===== src/rtl/usb3_tp_tx_arbiter_pkg.sv =====
// Shared constants and types for the USB3 transaction-packet transmit arbiter:
// LTSSM encodings, TP field widths, arbiter state encoding and the TP field bundle.
package usb3_tp_tx_arbiter_pkg;

    // LTSSM state encodings seen by the arbiter (5-bit link state).
    localparam int         LTSSM_W     = 5;
    localparam logic [4:0] LT_U0       = 5'd16;
    localparam logic [4:0] LT_RECOVERY = 5'd20;

    // TP field widths.
    localparam int SUBTYPE_W = 4;
    localparam int ENDP_W    = 4;
    localparam int NUMP_W    = 5;
    localparam int SEQ_W     = 5;
    localparam int STREAM_W  = 16;

    // Width of the optional ISSUE-timeout counter.
    localparam int TO_CNT_W  = 10;

    typedef enum logic [0:0] {
        ARB_IDLE  = 1'b0,
        ARB_ISSUE = 1'b1
    } arb_state_t;

    // One requester's complete TP description, latched as a unit at grant.
    typedef struct packed {
        logic                 retry;
        logic                 dir;
        logic [SUBTYPE_W-1:0] subtype;
        logic [ENDP_W-1:0]    endp;
        logic [NUMP_W-1:0]    nump;
        logic [SEQ_W-1:0]     seq;
        logic [STREAM_W-1:0]  stream;
    } tp_fields_t;

endpackage


===== src/rtl/usb3_tp_tx_arbiter_if.sv =====
// Bundle between the protocol-layer requesters / link TP slot and the arbiter.
// master: requester and link side (drives requests, link state and tp_ack).
// slave : the arbiter itself.
interface usb3_tp_tx_arbiter_if #(
    parameter int NUM_REQ = 3
);
    import usb3_tp_tx_arbiter_pkg::*;

    // Link state
    logic [LTSSM_W-1:0]             ltssm_state;

    // Requester side, packed per requester
    logic [NUM_REQ-1:0]             req;
    logic [NUM_REQ-1:0]             req_retry;
    logic [NUM_REQ-1:0]             req_dir;
    logic [SUBTYPE_W*NUM_REQ-1:0]   req_subtype;
    logic [ENDP_W*NUM_REQ-1:0]      req_endp;
    logic [NUMP_W*NUM_REQ-1:0]      req_nump;
    logic [SEQ_W*NUM_REQ-1:0]       req_seq;
    logic [STREAM_W*NUM_REQ-1:0]    req_stream;
    logic [NUM_REQ-1:0]             done;
    logic [NUM_REQ-1:0]             err;

    // Link TP slot
    logic                           tp;
    logic                           tp_retry;
    logic                           tp_dir;
    logic [SUBTYPE_W-1:0]           tp_subtype;
    logic [ENDP_W-1:0]              tp_endp;
    logic [NUMP_W-1:0]              tp_nump;
    logic [SEQ_W-1:0]               tp_seq;
    logic [STREAM_W-1:0]            tp_stream;
    logic                           tp_ack;

    logic                           busy;

    modport master (
        output ltssm_state, req, req_retry, req_dir, req_subtype, req_endp,
               req_nump, req_seq, req_stream, tp_ack,
        input  done, err, tp, tp_retry, tp_dir, tp_subtype, tp_endp,
               tp_nump, tp_seq, tp_stream, busy
    );

    modport slave (
        input  ltssm_state, req, req_retry, req_dir, req_subtype, req_endp,
               req_nump, req_seq, req_stream, tp_ack,
        output done, err, tp, tp_retry, tp_dir, tp_subtype, tp_endp,
               tp_nump, tp_seq, tp_stream, busy
    );

endinterface


===== src/rtl/usb3_tp_tx_arbiter_rr_pick.sv =====
// usb3_rr_pick: combinational round-robin picker. Returns the first set request
// at or after i_rr_ptr, wrapping modulo NUM_REQ. Shared with other arbiters.
module usb3_rr_pick #(
    parameter int NUM_REQ = 3,
    parameter int PTR_W   = $clog2(NUM_REQ)
) (
    input  logic [NUM_REQ-1:0] i_req,
    input  logic [PTR_W-1:0]   i_rr_ptr,
    output logic [PTR_W-1:0]   o_winner,
    output logic               o_valid
);

    int               w_idx;
    logic [PTR_W-1:0] w_cand;

    // Scan from the farthest candidate back to rr_ptr so the nearest set request wins.
    always_comb begin
        // NOTE: every variable gets a default before any conditional write, so no latch is inferred.
        o_winner = i_rr_ptr;
        o_valid  = 1'b0;
        w_idx    = 0;
        w_cand   = '0;
        for (int k = NUM_REQ - 1; k >= 0; k--) begin
            w_idx = int'(i_rr_ptr) + k;
            if (w_idx >= NUM_REQ) begin
                w_idx = w_idx - NUM_REQ;
            end
            w_cand = PTR_W'(w_idx);
            if (i_req[w_cand]) begin
                o_winner = w_cand;
                o_valid  = 1'b1;
            end
        end
    end

endmodule


===== src/rtl/usb3_tp_tx_arbiter.sv =====
// usb3_tp_tx_arbiter: shares one link-layer TP transmit slot among NUM_REQ
// protocol-layer requesters with round-robin grants. A granted TP is held until
// tp_ack; link loss (or, with USB3_TP_ARB_TIMEOUT_EN, an ack timeout) aborts it
// with an err pulse to the owner. Optional feature macro: USB3_TP_ARB_TIMEOUT_EN.
module usb3_tp_tx_arbiter
    import usb3_tp_tx_arbiter_pkg::*;
#(
    parameter int NUM_REQ     = 3,
    parameter int TIMEOUT_CYC = 1023
) (
    input  logic                       clk,
    input  logic                       reset,
    usb3_tp_tx_arbiter_if.slave        bus
);

    localparam int PTR_W = $clog2(NUM_REQ);

    arb_state_t        r_state;
    logic              r_tp;
    logic [PTR_W-1:0]  r_winner;
    logic [PTR_W-1:0]  r_rr_ptr;
    tp_fields_t        r_fields;
    logic [NUM_REQ-1:0] r_done;
    logic [NUM_REQ-1:0] r_err;

    logic              w_link_up;
    logic              w_valid;
    logic [PTR_W-1:0]  w_winner;
    logic              w_timeout;
    tp_fields_t        w_req_fields [NUM_REQ];
    tp_fields_t        w_sel_fields;

    assign w_link_up = (bus.ltssm_state == LT_U0);

    usb3_rr_pick #(
        .NUM_REQ (NUM_REQ),
        .PTR_W   (PTR_W)
    ) u_rr_pick (
        .i_req    (bus.req),
        .i_rr_ptr (r_rr_ptr),
        .o_winner (w_winner),
        .o_valid  (w_valid)
    );

    // Unpack the per-requester field slices and select the candidate winner's set.
    always_comb begin
        for (int i = 0; i < NUM_REQ; i++) begin
            w_req_fields[i].retry   = bus.req_retry[i];
            w_req_fields[i].dir     = bus.req_dir[i];
            w_req_fields[i].subtype = bus.req_subtype[SUBTYPE_W*i +: SUBTYPE_W];
            w_req_fields[i].endp    = bus.req_endp[ENDP_W*i +: ENDP_W];
            w_req_fields[i].nump    = bus.req_nump[NUMP_W*i +: NUMP_W];
            w_req_fields[i].seq     = bus.req_seq[SEQ_W*i +: SEQ_W];
            w_req_fields[i].stream  = bus.req_stream[STREAM_W*i +: STREAM_W];
        end
        w_sel_fields = w_req_fields[w_winner];
    end

    // Pointer to the requester after idx, wrapping at NUM_REQ.
    function automatic logic [PTR_W-1:0] f_next_ptr(input logic [PTR_W-1:0] idx);
        return (idx == PTR_W'(NUM_REQ - 1)) ? '0 : idx + 1'b1;
    endfunction

`ifdef USB3_TP_ARB_TIMEOUT_EN
    logic [TO_CNT_W-1:0] r_to_cnt;
    assign w_timeout = (r_to_cnt == TO_CNT_W'(TIMEOUT_CYC));
`else
    // ISSUE waits indefinitely for tp_ack or link loss; TIMEOUT_CYC has no effect.
    assign w_timeout = 1'b0 && (TIMEOUT_CYC != 0);
`endif

    // Arbiter FSM: grant in IDLE, hold the TP in ISSUE until ack, link loss or timeout.
    always_ff @(posedge clk or posedge reset) begin
        if (reset) begin
            r_state  <= ARB_IDLE;
            r_tp     <= 1'b0;
            r_winner <= '0;
            r_rr_ptr <= '0;
            r_fields <= '0;
            r_done   <= '0;
            r_err    <= '0;
`ifdef USB3_TP_ARB_TIMEOUT_EN
            r_to_cnt <= '0;
`endif
        end else begin
            // NOTE: non-blocking assignments here; the later per-bit pulse writes override these defaults.
            r_done <= '0;
            r_err  <= '0;
            case (r_state)
                ARB_IDLE: begin
                    if (w_link_up && w_valid) begin
                        r_state  <= ARB_ISSUE;
                        r_tp     <= 1'b1;
                        r_winner <= w_winner;
                        r_fields <= w_sel_fields;
`ifdef USB3_TP_ARB_TIMEOUT_EN
                        r_to_cnt <= '0;
`endif
                    end
                end
                ARB_ISSUE: begin
                    if (bus.tp_ack) begin
                        r_done[r_winner] <= 1'b1;
                        r_tp             <= 1'b0;
                        r_state          <= ARB_IDLE;
                        r_rr_ptr         <= f_next_ptr(r_winner);
                    end else if (!w_link_up || w_timeout) begin
                        r_err[r_winner]  <= 1'b1;
                        r_tp             <= 1'b0;
                        r_state          <= ARB_IDLE;
                        r_rr_ptr         <= f_next_ptr(r_winner);
                    end
`ifdef USB3_TP_ARB_TIMEOUT_EN
                    else begin
                        r_to_cnt <= r_to_cnt + 1'b1;
                    end
`endif
                end
            endcase
        end
    end

    assign bus.tp         = r_tp;
    assign bus.tp_retry   = r_fields.retry;
    assign bus.tp_dir     = r_fields.dir;
    assign bus.tp_subtype = r_fields.subtype;
    assign bus.tp_endp    = r_fields.endp;
    assign bus.tp_nump    = r_fields.nump;
    assign bus.tp_seq     = r_fields.seq;
    assign bus.tp_stream  = r_fields.stream;
    assign bus.done       = r_done;
    assign bus.err        = r_err;
    assign bus.busy       = (r_state == ARB_ISSUE);

endmodule


===== src/flat_wrapper.sv =====
// flat-port wrapper written by rule: the top's interface ports become plain ports
module usb3_tp_tx_arbiter_flat import usb3_tp_tx_arbiter_pkg::*;
#(
    parameter int NUM_REQ     = 3,
    parameter int TIMEOUT_CYC = 1023
)
  (clk, reset, bus_ltssm_state, bus_req, bus_req_retry, bus_req_dir, bus_req_subtype, bus_req_endp, bus_req_nump, bus_req_seq, bus_req_stream, bus_tp_ack, bus_done, bus_err, bus_tp, bus_tp_retry, bus_tp_dir, bus_tp_subtype, bus_tp_endp, bus_tp_nump, bus_tp_seq, bus_tp_stream, bus_busy);
  usb3_tp_tx_arbiter_if #(.NUM_REQ(NUM_REQ)) bus_i ();
  input  logic clk;
  input  logic reset;
  input wire logic [$bits(bus_i.ltssm_state)-1:0] bus_ltssm_state;
  input wire logic [$bits(bus_i.req)-1:0] bus_req;
  input wire logic [$bits(bus_i.req_retry)-1:0] bus_req_retry;
  input wire logic [$bits(bus_i.req_dir)-1:0] bus_req_dir;
  input wire logic [$bits(bus_i.req_subtype)-1:0] bus_req_subtype;
  input wire logic [$bits(bus_i.req_endp)-1:0] bus_req_endp;
  input wire logic [$bits(bus_i.req_nump)-1:0] bus_req_nump;
  input wire logic [$bits(bus_i.req_seq)-1:0] bus_req_seq;
  input wire logic [$bits(bus_i.req_stream)-1:0] bus_req_stream;
  input wire logic [$bits(bus_i.tp_ack)-1:0] bus_tp_ack;
  output wire logic [$bits(bus_i.done)-1:0] bus_done;
  output wire logic [$bits(bus_i.err)-1:0] bus_err;
  output wire logic [$bits(bus_i.tp)-1:0] bus_tp;
  output wire logic [$bits(bus_i.tp_retry)-1:0] bus_tp_retry;
  output wire logic [$bits(bus_i.tp_dir)-1:0] bus_tp_dir;
  output wire logic [$bits(bus_i.tp_subtype)-1:0] bus_tp_subtype;
  output wire logic [$bits(bus_i.tp_endp)-1:0] bus_tp_endp;
  output wire logic [$bits(bus_i.tp_nump)-1:0] bus_tp_nump;
  output wire logic [$bits(bus_i.tp_seq)-1:0] bus_tp_seq;
  output wire logic [$bits(bus_i.tp_stream)-1:0] bus_tp_stream;
  output wire logic [$bits(bus_i.busy)-1:0] bus_busy;
  assign bus_i.ltssm_state = bus_ltssm_state;
  assign bus_i.req = bus_req;
  assign bus_i.req_retry = bus_req_retry;
  assign bus_i.req_dir = bus_req_dir;
  assign bus_i.req_subtype = bus_req_subtype;
  assign bus_i.req_endp = bus_req_endp;
  assign bus_i.req_nump = bus_req_nump;
  assign bus_i.req_seq = bus_req_seq;
  assign bus_i.req_stream = bus_req_stream;
  assign bus_i.tp_ack = bus_tp_ack;
  assign bus_done = bus_i.done;
  assign bus_err = bus_i.err;
  assign bus_tp = bus_i.tp;
  assign bus_tp_retry = bus_i.tp_retry;
  assign bus_tp_dir = bus_i.tp_dir;
  assign bus_tp_subtype = bus_i.tp_subtype;
  assign bus_tp_endp = bus_i.tp_endp;
  assign bus_tp_nump = bus_i.tp_nump;
  assign bus_tp_seq = bus_i.tp_seq;
  assign bus_tp_stream = bus_i.tp_stream;
  assign bus_busy = bus_i.busy;
  usb3_tp_tx_arbiter #(.NUM_REQ(NUM_REQ), .TIMEOUT_CYC(TIMEOUT_CYC)) u_core (.clk(clk), .reset(reset), .bus(bus_i));
endmodule

===== config.mk =====
export PLATFORM = sky130hd
export DESIGN_NAME = usb3_tp_tx_arbiter_flat
export DESIGN_NICKNAME = d
export VERILOG_FILES = /design/src/rtl/usb3_tp_tx_arbiter_pkg.sv /design/src/rtl/usb3_tp_tx_arbiter_if.sv /design/src/rtl/usb3_tp_tx_arbiter_rr_pick.sv /design/src/rtl/usb3_tp_tx_arbiter.sv /design/src/flat_wrapper.sv
export SDC_FILE = /design/constraint.sdc
export NUM_CORES = 1
export LEC_CHECK = 0
export ABC_AREA = 1
export BUFFER_PORTS_ARGS = -buffer_cell sky130_fd_sc_hd__buf_2
export CORE_AREA = 2 2 103 85
export DETAILED_ROUTE_END_ITERATION = 6
export DIE_AREA = 0 0 105 87
export PLACE_DENSITY = 0.76
export REMOVE_ABC_BUFFERS = 1
export SLEW_MARGIN = 20
export SYNTH_ARGS = -nofsm -noshare
export SYNTH_HDL_FRONTEND = slang
export SYNTH_SLANG_ARGS = --single-unit

===== constraint.sdc =====
create_clock -name clk -period 1.97 [get_ports clk]
set_input_delay 0.394 -clock clk [delete_from_list [all_inputs] [get_ports clk]]
set_output_delay 0.394 -clock clk [all_outputs]
set_load 0.02 [all_outputs]

; ---- Word level (Yosys, flattened, before mapping)
; Cells that the tools add are included.
[classes]
add_sub_neg = 6
eq_ne = 5
bitwise = 2
n_lt_le_gt_ge = 9
muxes = 36
n_reduce_logical = 5
[op_table]
columns = cell, n
row1 = 36-bit binary-select mux with 2-bit select, 1
row2 = 36-bit two-way mux, 2
row3 = 2-bit two-way mux, 9
row4 = 3-bit two-way mux, 5
row5 = 1-bit two-way mux, 13
row6 = 2-bit by 3-bit less-than comparator with 1-bit output (second input constant), 4
row7 = 1-bit binary-select mux with 2-bit select, 3
row8 = 3-bit by 2-bit >= comparator with 1-bit output (second input constant), 2
row9 = 2-bit AND reduction, 3
row10 = 2-bit subtractor (second input constant), 3
row11 = 5-bit == test (second input constant), 1
row12 = 1-bit one-hot mux with 2 select lines, 2
row13 = 2-bit by 1-bit adder with 3-bit output (second input constant), 1
row14 = 2-bit by 2-bit adder with 3-bit output (second input constant), 1
row15 = 3-bit >= comparator (second input constant), 1
row16 = 3-bit inequality test (second input constant), 1
row17 = 2-bit inverter with 3-bit output, 1
row18 = 2-bit by 1-bit adder with 2-bit output (second input constant), 1
row19 = 1-bit demux with 2-bit select, 1
row20 = 2-bit == test (second input constant), 1
row21 = 2-bit by 1-bit >= comparator with 1-bit output (second input constant), 1
row22 = 2-bit >= comparator (second input constant), 1
row23 = 1-bit logical AND, 2
row24 = 2-bit by 1-bit inequality test with 1-bit output (second input constant), 1
row25 = other kinds (2), 2
[word_totals]
input_bits = 119
reg_bits = 48
output_inout_bits = 44

; ---- Logic depth before layout (Yosys ltp)
; Gate-level depths: netlist (run 1).
[logic_depth]
word_depth = 12
ltp_mapped = 16

; ---- Cells and area by module
; Synthesis (run 1) repeated with hierarchy kept, for this count alone.
[unflattened]
hier_cells = 528
hier_area_um2 = 3236.9
[by_module_without_submodules]
columns = module, seq_area_each_um2, cells_each, area_per_inst_um2, instances
row1 = usb3_tp_tx_arbiter, 1201.2, 480, 3010.4, 1
row2 = usb3_rr_pick, 0.0, 48, 226.5, 1

; ---- Least setup slack after synthesis (run 1)
; Ideal clock, no wire load.
[synth_path]
kind = flip-flop to flip-flop
startpoint = register u_core.r_rr_ptr[0]
endpoint = register u_core.r_fields, in the netlist u_core.bus.tp_dir
required_time_ns = 1.846
path_slack_ns = -0.038
path_buffers = 1
stages_incl_launch_ff = 14
setup_ns = 0.124
period_less_slack_ns = 2.008
t_arrival_ns = 1.884
path_cell_list = dfrtp_1 -> inv_1 -> ha_1 -> inv_2 -> nand2_1 -> nand3_1 -> nand2_1 -> nand2_1 -> nand2_1 -> nand2_1 -> nand2_1 -> clkbuf_1 -> o211ai_1 -> nand2_1
[synth_between]
elab_chain_cells = 12
elab_cells_between_ends = 29
classes_between = add/sub (5) / order compare (3) / mux (18) / bitwise (1) / reduce/logical (2)
[synth_rtl]
columns = element, line_no
row1 = from (decl), usb3_tp_tx_arbiter.sv:21  ; logic [PTR_W-1:0] r_rr_ptr;
row2 = from (signal assigned), usb3_tp_tx_arbiter.sv:106  ; r_rr_ptr <= f_next_ptr(r_winner);
row3 = from (signal assigned), usb3_tp_tx_arbiter.sv:111  ; r_rr_ptr <= f_next_ptr(r_winner);
row4 = 2-bit by 2-bit adder with 3-bit output, usb3_tp_tx_arbiter_rr_pick.sv:24  ; w_idx = int'(i_rr_ptr) + k;
row5 = 3-bit by 2-bit >= comparator with 1-bit output or 2-bit subtractor (tied branches), "usb3_tp_tx_arbiter_rr_pick.sv:25, usb3_tp_tx_arbiter_rr_pick.sv:26"
row6 = 2-bit two-way mux, usb3_tp_tx_arbiter_rr_pick.sv:25  ; if (w_idx >= NUM_REQ) begin
row7 = 1-bit binary-select mux with 2-bit select, usb3_tp_tx_arbiter_rr_pick.sv:29  ; if (i_req[w_cand]) begin
row8 = 1-bit two-way mux (implied by the code), usb3_tp_tx_arbiter_rr_pick.sv:29
row9 = 2-bit two-way mux (3 in series), usb3_tp_tx_arbiter_rr_pick.sv:29
row10 = 2-bit inverter with 3-bit output (implied by the code), usb3_tp_tx_arbiter.sv:56  ; w_sel_fields = w_req_fields[w_winner];
row11 = 36-bit binary-select mux with 2-bit select, usb3_tp_tx_arbiter.sv:56
row12 = 36-bit two-way mux (implied by the code) (2 in series), usb3_tp_tx_arbiter.sv:56
row13 = to (signal assigned), usb3_tp_tx_arbiter.sv:95  ; r_fields <= w_sel_fields;
row14 = to (decl), usb3_tp_tx_arbiter.sv:22  ; tp_fields_t r_fields;
; Parallel ways exist; a longest one is shown, timed or not. The select of a mux whose other input is x is not followed.
; A chain may end at the register's enable or synchronous reset.

; ---- Worst setup path after layout (run 1)
[layout_path]
startpoint = register u_core.r_rr_ptr[0]
endpoint = register u_core.r_fields, in the netlist u_core.bus.tp_endp[2]
; The elaborated chain is that of the path after synthesis.

==> impl_metrics.json, run 1 <==
{
  "outcome": "complete, but fails checks",
  "violations": "negative setup slack",
  "worstSetupStartpointType": "flip-flop",
  "grt_max_degree": 39,
  "rsz0062_at_grt": "true",
  "syn2layout_area_growth_pct": 66.4,
  "core_mm2": 0.00818,
  "gp_congestion": 0.905,
  "worst_slew_pin_slew_ns": 0.525,
  "wl_um": 12700,
  "root_buffer": "clkbuf_8",
  "holdWs_ns": 0.107,
  "dieWidth_um": 105,
  "hold_path_class": "primary input to asynchronous set/reset pin",
  "reg2reg_slack_ns": -0.19,
  "cts_buffers": 5,
  "fmax_ghz": 0.463,
  "syn_avg_cell_area_um2": 6.27,
  "h-tree-depth": 2,
  "ys_seq_area_share_pct": 36.2,
  "via_per_inst": 5.04,
  "required_ns": 2.22,
  "yosys_warnings": 0,
  "die_area_mm2": 0.00914,
  "cp.arrival_ns": 2.41,
  "power_w": 0.00883,
  "ys_seq_elements": 48,
  "path_class": "flip-flop to flip-flop",
  "cp_max_fo": 7,
  "crit_path_end_kind": "flip-flop",
  "grt_pass1_vias": 3792,
  "io_pins": 163,
  "nets": 844,
  "ant_nets": 0,
  "grt_pass1_wl_um": 17200,
  "route.met2.wl_um": 6140,
  "period_needed_ns": 2.16,
  "clock_sinks": 48,
  "top_layer_used": "met4",
  "grt.overflow.total": 0,
  "drcViolationCount": 0,
  "post-dp-hpwl_um": 7610,
  "track_usage_pct": 23.3,
  "slew_violations": 0,
  "timing.final.ws_setup_ns": -0.192,
  "dr.pass1.iters": 5,
  "vias": 4205,
  "clk_path_buf_depth": 2,
  "synth_cells": 530,
  "rr_startpoint": "u_core.r_rr_ptr[0]$_DFFE_PP0P_",
  "wl_met1_um": 5320,
  "wl_met3_um": 950,
  "pwr_density_cell_mw_per_mm2": 1600,
  "routedWlPerCell_um": 15.3,
  "antenna_cells": 0,
  "ir_drop_mv": 0.858,
  "synth_cell_types": 20,
  "relSlewSlack_pct": 65.0,
  "r2r-end": "u_core.bus.tp_endp[2]$_DFFE_PP0P_",
  "drt-initial-drc-count": 233,
  "start_util_pct": 40.6,
  "cap_violations": 0,
  "hold_viol_final": 0,
  "fillers": 687,
  "regArea_mm2": 0.00120,
  "r2r_cells": 11,
  "clock_latency_ns": 0.31,
  "antenna_found_initial": 0,
  "clkTransAtPathRegs_ns": 0.10,
  "mappedNetlistArea_mm2": 0.00332,
  "ctsHoldBuffers": 0,
  "die_h_um": 87,
  "portBuffers": 162,
  "num_rows": 30,
  "setup_viol": 37,
  "skew_ns": 0.00580,
  "p_leak_nw": 3.10,
  "drive_gt1_share_pct": 46.5,
  "multi_input_area_mm2": 0.00210,
  "cts_tree": "built",
  "period_share_pct": 110
}
registers in the layout, summed over array words and instances (netlist names):
register               cells
u_core.bus.err             3
u_core.bus.tp_retry        1
u_core.bus.tp_stream      16
u_core.bus.done            3
u_core.bus.tp_seq          5
u_core.bus.tp_nump         5
u_core.bus.tp_subtype      4
u_core.r_rr_ptr            2
u_core.bus.tp_endp         4
u_core.bus.busy            1
u_core.bus.tp_dir          1
u_core.r_winner            2
u_core.bus.tp              1
metrics by stage:
stage | instances | area [um2] | utilization, % | setup TNS (ns) | worst slack [ns]
floorplan | 502 | 3190 | - | -34.67 | -1.02
detailed placement | 806 | 4470 | 54.6 | -8.15 | -0.319
CTS | 823 | 4900 | 59.8 | -0.696 | -0.0524
global placement | 806 | 4470 | 54.6 | -3.95 | -0.161
global route | 835 | 5530 | 67.5 | -7.96 | -0.263
finish | 835 | 5530 | 67.5 | -4.76 | -0.192
kinds of logic (layout without fill, tap and decap cells):
logic type | after synthesis | after routing | synth area share, %
AND/OR/NAND/NOR | 303 | 303 | 38.7
AO/OA/AOI/OAI | 47 | 47 | 8.59
buffers and inverters | 129 | 322 | 15.4
flip-flops | 48 | 48 | 36.2
adder cells (fa/ha/maj) | 3 | 3 | 1.13
cell usage in the layout, fill, tap and decap left out, types with 12 or more instances in the layout:
cell type  count
buf_2        162
inv_1         90
nand2_1       86
nor2_1        71
nand3_1       61
dfrtp_1       47
nand3_2       32
buf_4         20
nand2_2       19
o211ai_1      14
nor2_2        13
a21oi_2       12
worst max-delay path: stages, from the launching register on:
cell	delay (ns)
dfrtp_1	0.40
buf_4	0.15
ha_4	0.19
o21ai_2	0.21
nand2_2	0.10
nand2_4	0.14
nand4_4	0.17
buf_12	0.19
a21oi_4	0.19
clkbuf_16	0.19
o211ai_1	0.10
nand2_1	0.07
synth_stat cells, drive strengths merged:
cell | instances | area [um2]
a21oi | 25 | 140
buf | 22 | 110
clkbuf | 6 | 22.5
dfrtp | 48 | 1200
ha | 3 | 37.5
inv | 101 | 379
nand2 | 115 | 439
nand3 | 95 | 475
nand3b | 1 | 7.51
nand4 | 1 | 21.3
nor2 | 91 | 342
o211ai | 14 | 105
o21ai | 8 | 40.0
layer usage:
layer	GRT usage, %	vias up
met1	30.0	1905
met2	39.1	244
met3	4.19	35
met5	0	-
li1	-	2021
met4	9.45	0
report_power, final:
part / total [W] / internal [W] / switching [W]
Clock: 0.000992 / 0.000635 / 0.000357
Sequential: 0.00165 / 0.00139 / 0.000251
Combinational: 0.00619 / 0.00258 / 0.00362
Total: 0.00883 / 0.00460 / 0.00422
what timing repair did:
action	CTS	global route
pin swaps	15	60
setup endpoints to repair	40	40
gates cloned	3	9
gates resized for setup	49	103
buffers inserted	6	5
layout make-up:
class | count | share of cell area (%)
repair inverters | 1 | 0.136
clock inverters | 3 | 1.63
repair buffers | 212 | 27.6
inverters | 101 | 7.07
clock buffers | 5 | 1.25
flip-flops and latches | 48 | 21.8
well taps | 112 | 2.54
multi-input cells | 353 | 38.0
worst max-delay path by stage:
stage / cells after the start / from / endpoint
after floorplan: 12 / u_core.r_rr_ptr[0]$_DFFE_PP0P_ / u_core.bus.tp_dir$_DFFE_PP0P_
after global placement: 14 / u_core.r_rr_ptr[0]$_DFFE_PP0P_ / u_core.bus.tp_dir$_DFFE_PP0P_
after detailed placement: 14 / u_core.r_rr_ptr[0]$_DFFE_PP0P_ / u_core.bus.tp_endp[1]$_DFFE_PP0P_
after CTS: 14 / u_core.r_rr_ptr[1]$_DFFE_PP0P_ / u_core.bus.tp_endp[1]$_DFFE_PP0P_
after global routing: 11 / u_core.r_rr_ptr[0]$_DFFE_PP0P_ / u_core.bus.tp_endp[2]$_DFFE_PP0P_
final: 11 / u_core.r_rr_ptr[0]$_DFFE_PP0P_ / u_core.bus.tp_endp[2]$_DFFE_PP0P_
No activity file was read; power rests on OpenSTA's default activity.
==> run 2, diff against run 1 <==
--- a/config.mk
+++ b/config.mk
@@ -6,10 +6,11 @@
 export NUM_CORES = 1
 export LEC_CHECK = 0
 export ABC_AREA = 1
-export BUFFER_PORTS_ARGS = -buffer_cell sky130_fd_sc_hd__buf_2
+export BUFFER_PORTS_ARGS = -buffer_cell sky130_fd_sc_hd__buf_4
 export CORE_AREA = 2 2 103 85
 export DETAILED_ROUTE_END_ITERATION = 6
 export DIE_AREA = 0 0 105 87
+export GPL_ROUTABILITY_DRIVEN = 1
 export PLACE_DENSITY = 0.76
 export REMOVE_ABC_BUFFERS = 1
 export SLEW_MARGIN = 20
==> impl_metrics.json, run 2 (synthesized netlist as in run 1, its figures left out) <==
{
  "nets": 848,
  "period_share_pct": 109,
  "ant_nets": 0,
  "violations": "negative setup slack",
  "wl_met1_um": 5190,
  "cts_tree": "built",
  "num_rows": 30,
  "skew_ns": 0.0109,
  "grt_pass1_wl_um": 18600,
  "clock_latency_ns": 0.31,
  "grt_max_degree": 29,
  "clkTransAtPathRegs_ns": 0.10,
  "cp_max_fo": 8,
  "period_needed_ns": 2.15,
  "ir_drop_mv": 0.850,
  "setup_viol": 37,
  "slew_violations": 0,
  "hold_viol_final": 0,
  "hold_path_class": "primary input to asynchronous set/reset pin",
  "outcome": "complete, but fails checks",
  "timing.final.ws_setup_ns": -0.182,
  "drcViolationCount": 0,
  "rsz0062_at_grt": "true",
  "path_class": "flip-flop to flip-flop",
  "critPathMaxStageDelay_ns": 0.48,
  "required_ns": 2.20,
  "fmax_ghz": 0.465,
  "dr.pass1.iters": 5,
  "antenna_found_initial": 0,
  "io_pins": 163,
  "syn2layout_area_growth_pct": 73.5,
  "layout_commonest_cell": "buf_4",
  "routedWlPerCell_um": 14.8,
  "route.met2.wl_um": 5960,
  "core_mm2": 0.00818,
  "power_w": 0.00868,
  "clock_sinks": 48,
  "fillers": 683,
  "worst_slew_pin_slew_ns": 0.482,
  "antenna_cells": 0,
  "critPathTopFamily": "simple AND/OR/NAND/NOR gates",
  "slowest_stage": "dfrtp_2",
  "multi_input_area_mm2": 0.00198,
  "mostFrequentLayoutCells": "188 x buf_4, 95 x nand2_1, 92 x inv_1",
  "die_h_um": 87,
  "wl_um": 12400,
  "root_buffer": "clkbuf_8",
  "h-tree-depth": 2,
  "cp.arrival_ns": 2.38,
  "wl_met3_um": 993,
  "worstSetupStartpointType": "flip-flop",
  "relSlewSlack_pct": 67.6,
  "gp_congestion": 0.908,
  "clk_path_buf_depth": 2,
  "pwr_density_cell_mw_per_mm2": 1510,
  "start_util_pct": 40.6,
  "crit_path_end_kind": "flip-flop",
  "grt.overflow.total": 0,
  "cp_num_buf_inv": 4,
  "cts_buffers": 5,
  "postLayoutCoreUtil_pct": 70.4,
  "p_leak_nw": 3.17,
  "die_area_mm2": 0.00914,
  "via_per_inst": 4.95,
  "regArea_mm2": 0.00120,
  "post-dp-hpwl_um": 8030,
  "vias": 4155,
  "largest_register_ffs": 16,
  "ctsHoldBuffers": 0,
  "top_layer_used": "met4",
  "drive_gt1_share_pct": 42.5,
  "cap_violations": 0,
  "grt_pass1_vias": 3896,
  "portBuffers": 162,
  "drt-initial-drc-count": 239,
  "worstPathCellList": "ha_4 -> inv_8 -> nand2_4 -> nand3_4 -> nand2_4 -> buf_12 -> nand4_4 -> nand2_8 -> buf_12 -> buf_4 -> nand3_2 -> a21oi_2",
  "track_usage_pct": 25.7,
  "dieWidth_um": 105
}
==> run 2: cell types whose count changed in the layout (fill, tap and decap cells not counted), sizes merged <==
cell	previous run	this run
inv	100	102
buf	205	212
bufinv	3	0
clkinvlp	2	3
clkbuf	12	9
==> run 2: final timing paths <==
path / depth (start not counted) / end / slack (ns) / start
worst max register to register: 12 / u_core.bus.tp_stream[7]$_DFFE_PP0P_ / -0.18 / u_core.r_rr_ptr[1]$_DFFE_PP0P_
worst max-delay path: 12 / u_core.bus.tp_stream[7]$_DFFE_PP0P_ / -0.18 / u_core.r_rr_ptr[1]$_DFFE_PP0P_
min in group clk: 3 / u_core.bus.tp_subtype[2]$_DFFE_PP0P_ / 0.33 / bus_req_subtype[6]
worst min register to register: 2 / u_core.bus.tp$_DFFE_PP0P_ / 0.50 / u_core.bus.tp$_DFFE_PP0P_
worst min-delay path: 2 / u_core.bus.tp_stream[8]$_DFFE_PP0P_ / 0.11 / reset
max in group asynchronous: 3 / u_core.r_rr_ptr[1]$_DFFE_PP0P_ / 1.35 / reset
==> run 2: final cells by class <==
type                            instances  area share (%)
Clock buffer                            5            1.19
Clock inverter                          3           0.434
Inverter                              101            6.82
Multi-Input combinational cell        353            34.3
Sequential cell                        48            20.9
Tap cell                              112            2.43
Timing Repair Buffer                  216            33.8
Timing Repair inverter                  1           0.130
==> run 2: through the flow <==
step	setup WS [ns]	cell area, um2	cells	hold WS, ns	TNS, ns
after floorplan	-1.02	3190	502	0.490	-34.67
after global placement	-0.173	4900	807	0.438	-4.14
final	-0.182	5760	839	0.107	-5.22
after detailed placement	-0.259	4900	807	0.453	-7.59
after global routing	-0.298	5760	839	0.133	-9.21
after CTS	-0.112	5390	830	0.109	-2.78
==> run 2: power by group <==
part           leakage, nW  internal [W]  switching [W]
clock network       0.0452      0.000259       0.000356
registers            0.584       0.00140       0.000282
logic                 2.54       0.00291        0.00347
==> run 2: metal layers <==
metal  up-vias  global-route usage (%)
met5         -                       0
met4         0                    9.70
met3        24                    3.96
met2       220                    44.7
met1      1888                    32.5
li1       2023                       -
==> run 2: timing repair <==
action,in CTS,in global routing
gates cloned,5,4
pin swaps,18,34
setup endpoints to repair,40,40
resized for setup,49,63
buffers inserted,12,6
